==> src/rtl/display_pkg.sv <==
// Shared types and segment patterns for the multiplexed seven-segment scanner.
// Patterns are active-high, bit order {g,f,e,d,c,b,a}.
package display_pkg;

  typedef enum logic {
    ST_GUARD = 1'b0,
    ST_SHOW  = 1'b1
  } state_t;

  localparam logic [6:0] SEG_OFF = 7'h00;
  localparam logic [6:0] SEG_0   = 7'h3F;
  localparam logic [6:0] SEG_1   = 7'h06;
  localparam logic [6:0] SEG_2   = 7'h5B;
  localparam logic [6:0] SEG_3   = 7'h4F;
  localparam logic [6:0] SEG_4   = 7'h66;
  localparam logic [6:0] SEG_5   = 7'h6D;
  localparam logic [6:0] SEG_6   = 7'h7D;
  localparam logic [6:0] SEG_7   = 7'h07;
  localparam logic [6:0] SEG_8   = 7'h7F;
  localparam logic [6:0] SEG_9   = 7'h6F;
  localparam logic [6:0] SEG_A   = 7'h77;
  localparam logic [6:0] SEG_B   = 7'h7C;
  localparam logic [6:0] SEG_C   = 7'h39;
  localparam logic [6:0] SEG_D   = 7'h5E;
  localparam logic [6:0] SEG_E   = 7'h79;
  localparam logic [6:0] SEG_F   = 7'h71;

endpackage

==> src/rtl/hex_to_seg.sv <==
// Combinational nibble to seven-segment decoder, full hex with A/b/C/d/E/F glyphs.
module hex_to_seg
  import display_pkg::*;
(
  input  logic [3:0] nib,
  output logic [6:0] seg
);

  always_comb begin
    seg = SEG_OFF;
    case (nib)
      4'h0: seg = SEG_0;
      4'h1: seg = SEG_1;
      4'h2: seg = SEG_2;
      4'h3: seg = SEG_3;
      4'h4: seg = SEG_4;
      4'h5: seg = SEG_5;
      4'h6: seg = SEG_6;
      4'h7: seg = SEG_7;
      4'h8: seg = SEG_8;
      4'h9: seg = SEG_9;
      4'hA: seg = SEG_A;
      4'hB: seg = SEG_B;
      4'hC: seg = SEG_C;
      4'hD: seg = SEG_D;
      4'hE: seg = SEG_E;
      4'hF: seg = SEG_F;
      default: seg = SEG_OFF;
    endcase
  end

endmodule

==> src/rtl/display_scan.sv <==
// Time-multiplexed digit scanner with a dark guard interval before every slot.
// New values are buffered and committed only when a frame starts over at digit 0.
module display_scan
  import display_pkg::*;
#(
  parameter int DIGITS     = 4,
  parameter int DWELL      = 50000,
  parameter int GUARD      = 500,
  parameter bit ACTIVE_LOW = 1'b1
) (
  input  logic                  clk,
  input  logic                  reset,
  input  logic [DIGITS*4-1:0]   value,
  input  logic                  load,
  input  logic                  blank_lz,
  input  logic [DIGITS-1:0]     dp_mask,
  output logic [DIGITS-1:0]     an,
  output logic [6:0]            seg,
  output logic                  dp
);

  localparam int IW      = (DIGITS > 1) ? $clog2(DIGITS) : 1;
  localparam int CNT_MAX = (DWELL > GUARD) ? DWELL : GUARD;
  localparam int CW      = $clog2(CNT_MAX + 1);

  localparam logic [IW-1:0]     IDX_LAST   = IW'(DIGITS - 1);
  localparam logic [CW-1:0]     GUARD_LAST = CW'(GUARD - 1);
  localparam logic [CW-1:0]     DWELL_LAST = CW'(DWELL - 1);
  localparam logic [DIGITS-1:0] AN_IDLE    = {DIGITS{ACTIVE_LOW}};
  localparam logic [6:0]        SEG_IDLE   = {7{ACTIVE_LOW}};

  state_t                state_reg, state_next;
  logic [IW-1:0]         idx_reg, idx_next;
  logic [CW-1:0]         cnt_reg, cnt_next;
  logic [DIGITS*4-1:0]   hold_reg, hold_next;
  logic [DIGITS*4-1:0]   snap_reg, snap_next;
  logic                  pending_reg, pending_next;
  logic                  commit;

  logic [DIGITS-1:0]     an_reg, an_act;
  logic [6:0]            seg_reg, seg_act, seg_raw;
  logic                  dp_reg, dp_act;

  logic [3:0]            nib [DIGITS];
  logic [DIGITS-1:0]     blank_vec;
  logic                  blank;

  // blank_vec[i]: nibble i and every nibble above it are zero; digit 0 is never a candidate.
  for (genvar gi = 0; gi < DIGITS; gi++) begin : g_digit
    assign nib[gi] = snap_reg[4*gi +: 4];
    if (gi == 0) begin : g_first
      assign blank_vec[gi] = 1'b0;
    end else begin : g_upper
      assign blank_vec[gi] = (snap_reg[DIGITS*4-1:4*gi] == '0);
    end
  end

  always_comb begin
    state_next = state_reg;
    idx_next   = idx_reg;
    cnt_next   = cnt_reg + 1'b1;
    commit     = 1'b0;
    case (state_reg)
      ST_GUARD: begin
        if (cnt_reg == GUARD_LAST) begin
          state_next = ST_SHOW;
          cnt_next   = '0;
        end
      end
      ST_SHOW: begin
        if (cnt_reg == DWELL_LAST) begin
          state_next = ST_GUARD;
          cnt_next   = '0;
          idx_next   = (idx_reg == IDX_LAST) ? '0 : idx_reg + 1'b1;
          commit     = (idx_reg == IDX_LAST);
        end
      end
    endcase
  end

  // A load coinciding with a commit still lands in hold and keeps pending set.
  assign hold_next    = load ? value : hold_reg;
  assign pending_next = load | (pending_reg & ~commit);
  assign snap_next    = (commit && pending_reg) ? hold_reg : snap_reg;

  hex_to_seg u_dec (
    .nib (nib[idx_next]),
    .seg (seg_raw)
  );

  assign blank = blank_lz & blank_vec[idx_next];

  // Output drive is computed from the next state so pins move on the same edge as the FSM.
  always_comb begin
    an_act  = '0;
    seg_act = SEG_OFF;
    dp_act  = 1'b0;
    if (state_next == ST_SHOW) begin
      an_act[idx_next] = 1'b1;
      if (!blank) begin
        seg_act = seg_raw;
        dp_act  = dp_mask[idx_next];
      end
    end
  end

  always_ff @(posedge clk or posedge reset) begin
    if (reset) begin
      state_reg   <= ST_GUARD;
      idx_reg     <= '0;
      cnt_reg     <= '0;
      hold_reg    <= '0;
      snap_reg    <= '0;
      pending_reg <= 1'b0;
      an_reg      <= AN_IDLE;
      seg_reg     <= SEG_IDLE;
      dp_reg      <= ACTIVE_LOW;
    end else begin
      state_reg   <= state_next;
      idx_reg     <= idx_next;
      cnt_reg     <= cnt_next;
      hold_reg    <= hold_next;
      snap_reg    <= snap_next;
      pending_reg <= pending_next;
      an_reg      <= an_act ^ AN_IDLE;
      seg_reg     <= seg_act ^ SEG_IDLE;
      dp_reg      <= dp_act ^ ACTIVE_LOW;
    end
  end

  assign an  = an_reg;
  assign seg = seg_reg;
  assign dp  = dp_reg;

endmodule

==> config.mk <==
export PLATFORM = sky130hd
export DESIGN_NAME = display_scan
export DESIGN_NICKNAME = d
export VERILOG_FILES = /design/src/rtl/display_pkg.sv /design/src/rtl/hex_to_seg.sv /design/src/rtl/display_scan.sv
export SDC_FILE = /design/constraint.sdc
export NUM_CORES = 1
export LEC_CHECK = 0
export CORE_ASPECT_RATIO = 1.2
export CORE_MARGIN = 10
export CORE_UTILIZATION = 35
export CTS_BUF_LIST = sky130_fd_sc_hd__clkbuf_4
export DETAILED_ROUTE_END_ITERATION = 12
export PLACE_DENSITY = 0.58
export SYNTH_ARGS = -nofsm -noshare
export SYNTH_HDL_FRONTEND = slang
export SYNTH_HIERARCHICAL = 1
export SYNTH_SLANG_ARGS = --single-unit
==> constraint.sdc <==
create_clock -name clk -period 5 [get_ports clk]
set_input_delay 1 -clock clk [delete_from_list [all_inputs] [get_ports clk]]
set_output_delay 1 -clock clk [all_outputs]
set_load 0.05 [all_outputs]
Word-level counts from Yosys, hierarchy flattened. Memories as Yosys holds them, arrays and structs flattened. Cells that the tools add are included.

Add/sub/neg operators: 2. Order comparisons: 3. Equal/unequal tests: 3. Muxes and demuxes: 25. Bitwise operators: 9. Reductions and logical operators: 5.

Operators by type and width (number): 2-to-1 mux 16 bit (2); case mux 16 bit (2 select lines) (1); adder 16 x 1 -> 16 bit (second input constant) (1); equality test 16 bit (second input constant) (1); equality test 16 x 9 -> 1 bit (second input constant) (1); 2-to-1 mux 7 bit (2); zero test 12 bit (1); 2-to-1 mux 4 bit (3); 2-to-1 mux 1 bit (9); binary-select mux 4 bit (select 2 bit) (1); zero test 8 bit (1); NOT 7 bit (1); 2-to-1 mux 2 bit (3); binary-select mux 1 bit (select 2 bit) (2); zero test 4 bit (1); NOT 4 bit (1); >= comparator 3 bit (second input constant) (1); < comparator 2 x 3 -> 1 bit (second input constant) (1); NOT 1 bit (3); NOT 2 -> 3 bit (1); adder 2 x 1 -> 2 bit (second input constant) (1); bitwise AND 1 bit (2); demux 1 bit (select 2 bit) (1); equality test 2 bit (second input constant) (1); 4 further kinds (5).

Register bits after elaboration: 64. Memory bits (read-only): 112. Input bits: 24. Output and inout bits: 12. Logic and storage cells: 57. Memories: 1.

Memory list: (no name shown) (depth 16, bits a word 7, rd ports 1, clocked after Yosys merged registers in 0, wr ports 0, RTL line hex_to_seg.sv:11) `case (nib)`.

Depth between registers and ports, before layout. Gate-level depths: netlist (run 1). An unclocked memory read counts as a cell.

Depth after elaboration: 12. Mapped depth: 12. Gate-level depth less buffers: 12.

By module. Netlist (run 1), hierarchy kept.

By module, submodules not included: display_scan (instances 1, cells each 221, area each 2785.2 µm², sequential area each 1616.6 µm²); hex_to_seg (instances 1, cells each 33, area each 287.8 µm², sequential area each 0.0 µm²).

Least setup slack after synthesis (run 1). No wires, ideal clock.

Kind: reg2reg. Start: register cnt_reg[11]. End: register seg_reg[3] (netlist: seg[3]). Setup time: 0.064 ns. Data arrival time: 3.450 ns. Data required time: 4.936 ns. Slack: 1.486 ns. Cell stages (with the launch flop): 11. Path buffers: 1. Period minus slack after synthesis: 3.514 ns. Cell sequence: dfrtp_1 > or4_4 > nor4_4 > mux2i_1 > buf_6 > mux2i_1 > a21oi_1 > inv_1 > ha_1 > mux4_1 > nand2_1.

Cells in the longest elaborated chain, start to end: 11.

Ends and longest elaborated chain: start: declaration (RTL line display_scan.sv:34) `logic [CW-1:0] cnt_reg, cnt_next;`; start signal: assignment (RTL line display_scan.sv:121) `cnt_reg <= cnt_next;`; equality test 16 bit (RTL line display_scan.sv:71) `if (cnt_reg == DWELL_LAST) begin`; 2-to-1 mux 2 bit (RTL line display_scan.sv:71); 2-to-1 mux 2 bit (RTL line display_scan.sv:63) `case (state_reg)`; NOT 2 -> 3 bit (not written as such) (RTL line display_scan.sv:87) `.nib (nib[idx_next]),`; binary-select mux 4 bit (select 2 bit) (RTL line display_scan.sv:87); 2-to-1 mux 4 bit (not written as such) (2 in a row) (RTL line display_scan.sv:87); memory (16 x 7 bit); net seg_raw[3] (RTL line display_scan.sv:41) `logic [6:0] seg_reg, seg_act, seg_raw;`; 2-to-1 mux 7 bit (RTL line display_scan.sv:100) `if (!blank) begin`; 2-to-1 mux 7 bit (RTL line display_scan.sv:98) `if (state_next == ST_SHOW) begin`; NOT 7 bit (no source line); end signal: assignment (RTL line display_scan.sv:126) `seg_reg <= seg_act ^ SEG_IDLE;`; end: declaration (RTL line display_scan.sv:41).

The timed path passes the listed nets, and every way through them passes these cells. The select of a mux whose other input is x is not followed. A chain may end at the register's enable or synchronous reset.

Final worst setup path (run 1). Same ends and word-level chain as after synthesis.

==> out/qor.yml, run 1 <==
run_status:
  run_status: "complete, no violations"
clock_tree:
  cts_resized: 0
  cts-root-buf: "clkbuf_4"
  numCtsBuffers: 9
  worstSkewPairLatency_ns: 0.39
  htreeDepth: 3
  cts_setup_buffers: 0
  cts_tree: "built"
  clock-sinks: 64
  ctsLongestPathBuffers: 2
  cts.hold.buffers_added: 0
  clkTransAtPathRegs_ns: 0.10
worst_setup_path:
  max_stage_delay_ns: 0.58
  crit_path_top_delay_cell: "or4_4"
  crit_type: "register to register"
  crit_path_max_fanout: 16
  startpoint_type: "register"
  r2r-end: "seg[3]"
  required_ns: 5.34
  cp_num_buf_inv: 3
  end_kind: "register"
  reg2reg_depth: 12
  arrival_ns: 4.00
  crit_top_cell: "inv_1"
  r2r-start: "cnt_reg[11]"
  critPathTopFamily: "simple AND/OR/NAND/NOR gates"
  crit_chain: "or4_4, nor4_4, mux2i_1, buf_4, and2b_2, a211oi_1, a21oi_1, inv_1, ha_1, inv_1, mux4_1, nand2_1"
  r2r_setup_slack_ns: 1.33
sta:
  finalSetupViolCount: 0
  rsz0062_at_grt: "false"
  clock_skew_ns: 0.0103
  hold_viol: 0
  slew_viol_final: 0
  setup_ws_ns: 1.33
  tns_ns: 0
  fin_crit_ns: 3.67
  max_freq_mhz: 273
  post-route-period-util: 0.734
  slew_headroom: 0.421
  tightestPinTransition_ns: 0.868
synthesis:
  ys_ff_latch: 64
  syn_avg_cell_area_um2: 12.1
  synth_top_family_by_area: "multiplexers"
  synthesis.area_mm2: 0.00307
  synth_adder_area_share: 0.0366
  synth_seq_area_share: 0.526
  netlist_instances: 254
  ys_top_cells_by_area: "dfrtp_1 (42%), mux2_2 (13%), dfstp_2 (10%)"
  synth_top_area_cell: "dfrtp_1"
  synth.mux.area_fraction: 0.173
  synth_compound_area_frac: 0.0550
  yosys_warnings: 6
  synth-simple-area-share: 0.138
  synth_top_area_share: 0.423
  synth-async-reset-ratio: 1.00
  synthFlopType: "dfrtp_1"
  yosys.cell_count.top_type: "dfrtp_1"
  synth-xor-area-share: 0.0399
  syn_nets: 287
  yosys.cell_types.count: 45
  ys_top_cells_by_count: "dfrtp_1 (52), mux2_2 (36), nand2_1 (24)"
  synth_edf_count: 0
grt:
  grt_max_degree: 36
  grt_pass1_wl_um: 10000
  overflow: 0
  grt_use_total: 0.0958
  grt_pass1_vias: 2073
  grt_antenna_before_repair: 0
hold_path:
  hold_start: "cnt_reg[13]"
  worstHoldPathType: "register to register"
  hold_depth: 1
  worst_hold_path.endpoint: "cnt_reg[13]"
floorplan:
  fp.dieW_um: 106
  core_area_mm2: 0.00856
  die_area_mm2: 0.0129
  dieHeight_um: 123
  start_util: 0.359
  num_rows: 37
  ios: 36
routing:
  drt_iter0_markers: 46
  wl_per_cell_um: 14.2
  wirelength_um: 5880
  ant_nets: 0
  viasPerCell: 4.78
  routed-via-count: 1983
  first_pass_iters: 4
  drc_errors: 0
flow_run:
  cap_violations: 0
layout:
  final_net_count: 328
  multi_input_area_mm2: 0.00136
  antennaDiodeCount: 0
  fillers: 845
  drive_gt1_frac: 0.265
  seqCellArea_mm2: 0.00162
  synthToLayoutAreaGrowth_pct: 20.0
power_and_ir_drop:
  power_per_cell_area_mw_per_mm2: 259
  p_leak_uw: 0.00161
  peakVddDrop_v: 0.000114
place:
  dpl.hpwl_um: 4330
  dpl_worst_slack_ns: 1.33
  io_buffers: 35
  gp_congestion: 0.797
where the power goes:
part	internal (µW)	switching (µW)	total (µW)
registers	531	6.79	537
logic	28.3	18.4	46.7
clock network	194	177	371
total	753	202	955
through the flow:
stage          instance area (µm²)  cells   util  hold slack (ns)  total power, µW
2_1_floorplan                 3070    254      -            0.461              569
3_3_place_gp                  3540    401  0.414            0.483              595
3_5_place_dp                  3540    401  0.414            0.482              596
4_1_cts                       3690    415  0.430            0.503              970
5_1_grt                       3690    415  0.430            0.531              995
6_report                      3690    415  0.430            0.505              955
routing by layer:
metal | global-route usage | routed length (µm) | vias up
li1 | - | - | 973
met1 | 0.112 | 2640 | 977
met2 | 0.160 | 2940 | 26
met3 | 0.0267 | 208 | 7
met4 | 0.0458 | 90 | 0
met5 | 0 | 0 | -
worst max-delay path by stage:
stage,end,cells after the start,start,slack (ns)
6_report,seg[3],12,cnt_reg[11],1.33
5_1_grt,seg[3],12,cnt_reg[11],1.00
4_1_cts,seg[3],12,cnt_reg[11],1.30
3_5_place_dp,seg[3],12,cnt_reg[11],1.33
3_3_place_gp,seg[3],12,cnt_reg[11],1.45
2_1_floorplan,seg[3],10,cnt_reg[11],1.49
layout by cell type, fill, tap and decap left out, types with 10 or more instances in the layout:
cell type        count
clkdlybuf4s50_1     35
inv_1               10
mux2i_1             10
mux2_2              36
dfstp_2             12
nor2_1              17
dfrtp_1             52
nand2_1             24
logic make-up (layout without fill, tap and decap cells):
logic type,Yosys count,after routing
xor gates and xnor gates,14,14
DFF,64,64
muxes,47,47
and+or+nand+nor,78,78
adders and majority gates,9,9
buffers and inverters,20,64
AOI/OAI and AO/OA,22,22
cell type report:
type / count / area share
inverters: 11 / 0.0112
multi-input cells: 170 / 0.369
well taps: 117 / 0.0397
clock buffers: 9 / 0.0183
clock inverters: 5 / 0.0200
repair buffers: 39 / 0.103
flip-flops and latches: 64 / 0.439
No activity file was read; power rests on OpenSTA's default activity.
==> run 2: changes to the inputs <==
PLACE_DENSITY = 0.6   (was 0.58)
clock period = 3.1 ns   (was 5 ns; I/O delays follow)
==> out/qor.yml, run 2 (synthesis results as in run 1) <==
power_and_ir_drop:
  power_per_cell_area_mw_per_mm2: 411
  peakVddDrop_v: 0.000292
  p_leak_uw: 0.00178
layout:
  mostFrequentLayoutCells: "dfrtp_1 (52), mux2_2 (35), clkdlybuf4s50_1 (35), buf_4 (29), nand2_1 (24)"
  drive_gt1_frac: 0.399
  mostFrequentLayoutCell: "dfrtp_1"
  utilization: 0.479
  final_net_count: 359
  fin_cells: 449
  synthToLayoutAreaGrowth_pct: 33.5
worst_setup_path:
  crit_path_max_fanout: 5
  required_ns: 3.47
  end_kind: "register"
  crit_path_top_delay_cell: "or4_4"
  startpoint_type: "register"
  arrival_ns: 3.49
  max_stage_delay_ns: 0.57
  cp_num_buf_inv: 2
  crit_chain: "or4_4, nor4_4, mux2i_2, buf_6, and2b_2, a211oi_2, a21oi_2, inv_2, ha_4, mux4_2, nand2_1"
  critPathTopFamily: "simple AND/OR/NAND/NOR gates"
  crit_type: "register to register"
sta:
  finalSetupViolCount: 2
  post-route-period-util: 1.00
  rsz0062_at_grt: "true"
  slew_headroom: 0.480
  clock_skew_ns: 0.0204
  fin_crit_ns: 3.11
  slew_viol_final: 0
  tightestPinTransition_ns: 0.777
  hold_viol: 0
  max_freq_mhz: 321
  setup_ws_ns: -0.0132
routing:
  ant_nets: 0
  routed-via-count: 2077
  drc_errors: 0
  wirelength_um: 6070
  drt_iter0_markers: 66
  viasPerCell: 4.63
  wl_per_cell_um: 13.5
  first_pass_iters: 4
place:
  dpl.hpwl_um: 4320
  io_buffers: 35
  dp_cells: 422
  gp_congestion: 0.794
floorplan:
  start_util: 0.359
  fp.dieW_um: 106
  die_area_mm2: 0.0129
  dieHeight_um: 123
  core_area_mm2: 0.00856
  num_rows: 37
  ios: 36
clock_tree:
  cts.hold.buffers_added: 0
  ctsLongestPathBuffers: 2
  clock-sinks: 64
  numCtsBuffers: 9
  cts-root-buf: "clkbuf_4"
  worstSkewPairLatency_ns: 0.42
  htreeDepth: 3
  clkTransAtPathRegs_ns: 0.12
  cts_tree: "built"
grt:
  grt_use_total: 0.0971
  grt_antenna_before_repair: 1
  grt_max_degree: 36
  grt_pass1_vias: 2091
  grt_pass1_wl_um: 10100
  overflow: 0
run_status:
  violations: "setup timing"
  run_status: "finished, violations left"
flow_run:
  cap_violations: 0
hold_path:
  worstHoldPathType: "register to register"
-- run 2: cell count changes in the layout (fill, tap and decap cells not counted), sizes merged --
cell    change
clkbuf      +1
bufinv      +1
diode       +1
inv         +3
clkinv      -2
a21oi       +1
buf        +29
-- run 2: final cells by class --
type | count | area [µm²]
sequential | 64 | 1620
antenna | 1 | 2.50
multi-input combinational | 171 | 1470
fill | 778 | 4460
clock buffer | 9 | 67.6
inverter | 11 | 41.3
tap | 117 | 146
clock inverter | 7 | 125
timing repair buffer | 69 | 629
-- run 2: power by group --
| group | switching (µW) | internal, µW | total [µW] |
|---|---|---|---|
| registers | 10.4 | 856 | 867 |
| logic | 28.9 | 47.3 | 76.3 |
| clock network | 327 | 418 | 745 |
-- run 2: final timing paths --
path                             startpoint           to  slack (ns)  cells after the start
worst max register to register  cnt_reg[11]       seg[3]       -0.01                     11
worst min-delay path            hold_reg[1]  snap_reg[1]        0.51                      1
worst max-delay path            cnt_reg[11]       seg[3]       -0.01                     11
max in group asynchronous             reset       seg[1]        1.85                      3
worst min register to register  hold_reg[1]  snap_reg[1]        0.51                      1
min in group asynchronous             reset   cnt_reg[3]        0.60                      2
-- run 2: repair_timing --
| action | CTS | global route |
|---|---|---|
| pin swaps | 2 | 6 |
| endpoints found under the setup margin | 7 | 7 |
| buffers inserted | 3 | 5 |
| cloned | 1 | 1 |
| resized for setup | 7 | 9 |
-- run 2: per-layer routing --
| metal | routed length, µm | global-route usage |
|---|---|---|
| met2 | 2830 | 0.146 |
| met3 | 272 | 0.0346 |
| met4 | 110 | 0.0534 |
| met1 | 2860 | 0.120 |
| met5 | 0 | 0 |
-- run 2: through the flow --
step	hold slack [ns]	setup TNS, ns	worst slack, ns	cell area, µm²	total power, µW
floorplan	0.461	-0.556	-0.192	3120	917
detailed placement	0.489	-0.350	-0.0922	3760	961
global placement	0.484	-0.00708	-0.00708	3760	960
finish	0.511	-0.0158	-0.0132	4100	1690
global route	0.530	-0.744	-0.152	4100	1760
CTS	0.514	-0.0719	-0.0404	4010	1720
==> run 3: changes to the inputs <==
clock period = 2.8 ns   (was 3.1 ns; I/O delays follow)
==> out/qor.yml, run 3 (synthesis results as in run 1) <==
floorplan:
  num_rows: 37
  fp.dieW_um: 106
  ios: 36
  core_area_mm2: 0.00856
  dieHeight_um: 123
  die_area_mm2: 0.0129
  start_util: 0.359
hold_path:
  worstHoldPathType: "register to register"
  hold_depth: 1
  worst_hold_path.endpoint: "snap_reg[6]"
  hold_start: "hold_reg[6]"
layout:
  drive_gt1_frac: 0.427
  final_net_count: 378
  fillers: 767
  final_cell_area_mm2: 0.00424
  mostFrequentLayoutCells: "dfrtp_1 (52), buf_4 (48), mux2_2 (35), clkdlybuf4s50_1 (35), nand2_1 (24)"
  synthToLayoutAreaGrowth_pct: 37.9
  seqCellArea_mm2: 0.00162
  mostFrequentLayoutCell: "dfrtp_1"
  multi_input_area_mm2: 0.00151
sta:
  finalSetupViolCount: 7
  clock_skew_ns: 0.0103
  tightestPinTransition_ns: 0.795
  slew_headroom: 0.468
  post-route-period-util: 1.14
  fin_crit_ns: 3.19
  max_freq_mhz: 314
  hold_viol: 0
  rsz0062_at_grt: "true"
  slew_viol_final: 0
  setup_ws_ns: -0.385
worst_setup_path:
  end_kind: "register"
  crit_type: "register to register"
  required_ns: 3.14
  arrival_ns: 3.53
  reg2reg_depth: 14
  r2r-end: "seg[1]"
  crit_path_max_fanout: 8
  r2r-start: "cnt_reg[11]"
  startpoint_type: "register"
  r2r_setup_slack_ns: -0.39
grt:
  overflow: 0
  grt_pass1_wl_um: 10400
  grt_antenna_before_repair: 1
  grt_use_total: 0.100
  grt_max_degree: 30
  grt_pass1_vias: 2196
clock_tree:
  cts_tree: "built"
  htreeDepth: 3
  clkTransAtPathRegs_ns: 0.10
  cts.hold.buffers_added: 0
  cts-root-buf: "clkbuf_4"
  numCtsBuffers: 9
  worstSkewPairLatency_ns: 0.40
  clock-sinks: 64
  ctsLongestPathBuffers: 2
routing:
  drc_errors: 0
  viasPerCell: 4.65
  ant_nets: 0
  drt_iter0_markers: 100
  first_pass_iters: 4
  routed-via-count: 2173
  wl_per_cell_um: 13.5
  wirelength_um: 6290
place:
  dpl.hpwl_um: 4520
  io_buffers: 35
  gp_congestion: 0.796
  dpl_worst_slack_ns: -0.332
  post_dp_cell_area_mm2: 0.00386
power_and_ir_drop:
  p_seq_frac: 0.560
  power_per_cell_area_mw_per_mm2: 404
  peakVddDrop_v: 0.000204
  p_leak_uw: 0.00186
  power_uw: 1710
  pwr-share-clk: 0.389
  combPwrFrac: 0.050
  p_int_uw: 1360
  p_sw_uw: 351
  switching_share: 0.205
run_status:
  violations: "setup timing"
  run_status: "finished, violations left"
flow_run:
  cap_violations: 0
==> run 3: changes by cell type in the layout (fill, tap and decap cells not counted), moves of 2 or more <==
cell / previous run / this run
buf_4: 29 / 48
a211oi_4: 1 / 3
inv_6: 3 / 0
clkinv_1: 0 / 2
==> run 3: repair_timing <==
action / in CTS / in global routing
setup buffers: 11 / 4
setup endpoints to repair: 7 / 7
pin swaps: 0 / 3
gates cloned: 1 / 0
gates resized for setup: 13 / 9
==> run 3: layout make-up <==
cell class,instances,share of cell area
sequential,64,0.381
multi-input combinational,171,0.356
timing repair buffer,88,0.183
tap,117,0.0345
clock buffer,10,0.0177
clock inverter,5,0.0171
inverter,11,0.00974
antenna,1,0.000590
==> run 3: worst max path at each step <==
stage / from / to / cells past startpoint
after floorplan: cnt_reg[5] / seg[3] / 10
after detailed placement: cnt_reg[5] / seg[1] / 12
after global routing: cnt_reg[11] / seg[4] / 14
after global placement: cnt_reg[5] / seg[1] / 12
final: cnt_reg[11] / seg[1] / 14
after CTS: cnt_reg[5] / seg[3] / 10
==> run 3: through the flow <==
| stage | TNS [ns] | util | hold WS, ns | std cells |
|---|---|---|---|---|
| detailed placement | -2.00 | 0.451 | 0.497 | 435 |
| global route | -3.09 | 0.495 | 0.534 | 467 |
| CTS | -2.02 | 0.485 | 0.519 | 462 |
| finish | -2.33 | 0.495 | 0.508 | 467 |
| global placement | -1.69 | 0.451 | 0.489 | 435 |
| floorplan | -2.65 | - | 0.461 | 254 |
==> run 3: critical path, cell delays in order, from the launching register on <==
cell and delay, ns:
dfrtp_1 0.39, or4_4 0.56, nor4_4 0.41, buf_4 0.20, inv_1 0.05, a21boi_1 0.15, buf_4 0.22, a211oi_4 0.06
a21oi_2 0.17, inv_2 0.11, buf_4 0.15, ha_2 0.17, or2b_1 0.22, a31o_1 0.21, nand2_1 0.05
==> run 3: routing by layer <==
layer | vias to the layer above | global-route usage | routed length (µm) | share of wire
met4 | 0 | 0.0585 | 97 | 0.015
met3 | 8 | 0.0283 | 246 | 0.039
met1 | 1052 | 0.119 | 2940 | 0.47
met5 | - | 0 | 0 | 0
met2 | 43 | 0.160 | 3010 | 0.48
li1 | 1070 | - | - | -
==> run 3: power groups by stage <==
| stage | clock network [µW] | registers (µW) | logic [µW] |
|---|---|---|---|
| after floorplan | 0 | 972 | 43.3 |
| after detailed placement | 0 | 978 | 88.7 |
| after global placement | 0 | 977 | 87.1 |
| after global routing | 734 | 963 | 94.7 |
| final | 667 | 960 | 85.8 |
| after CTS | 691 | 960 | 88.7 |
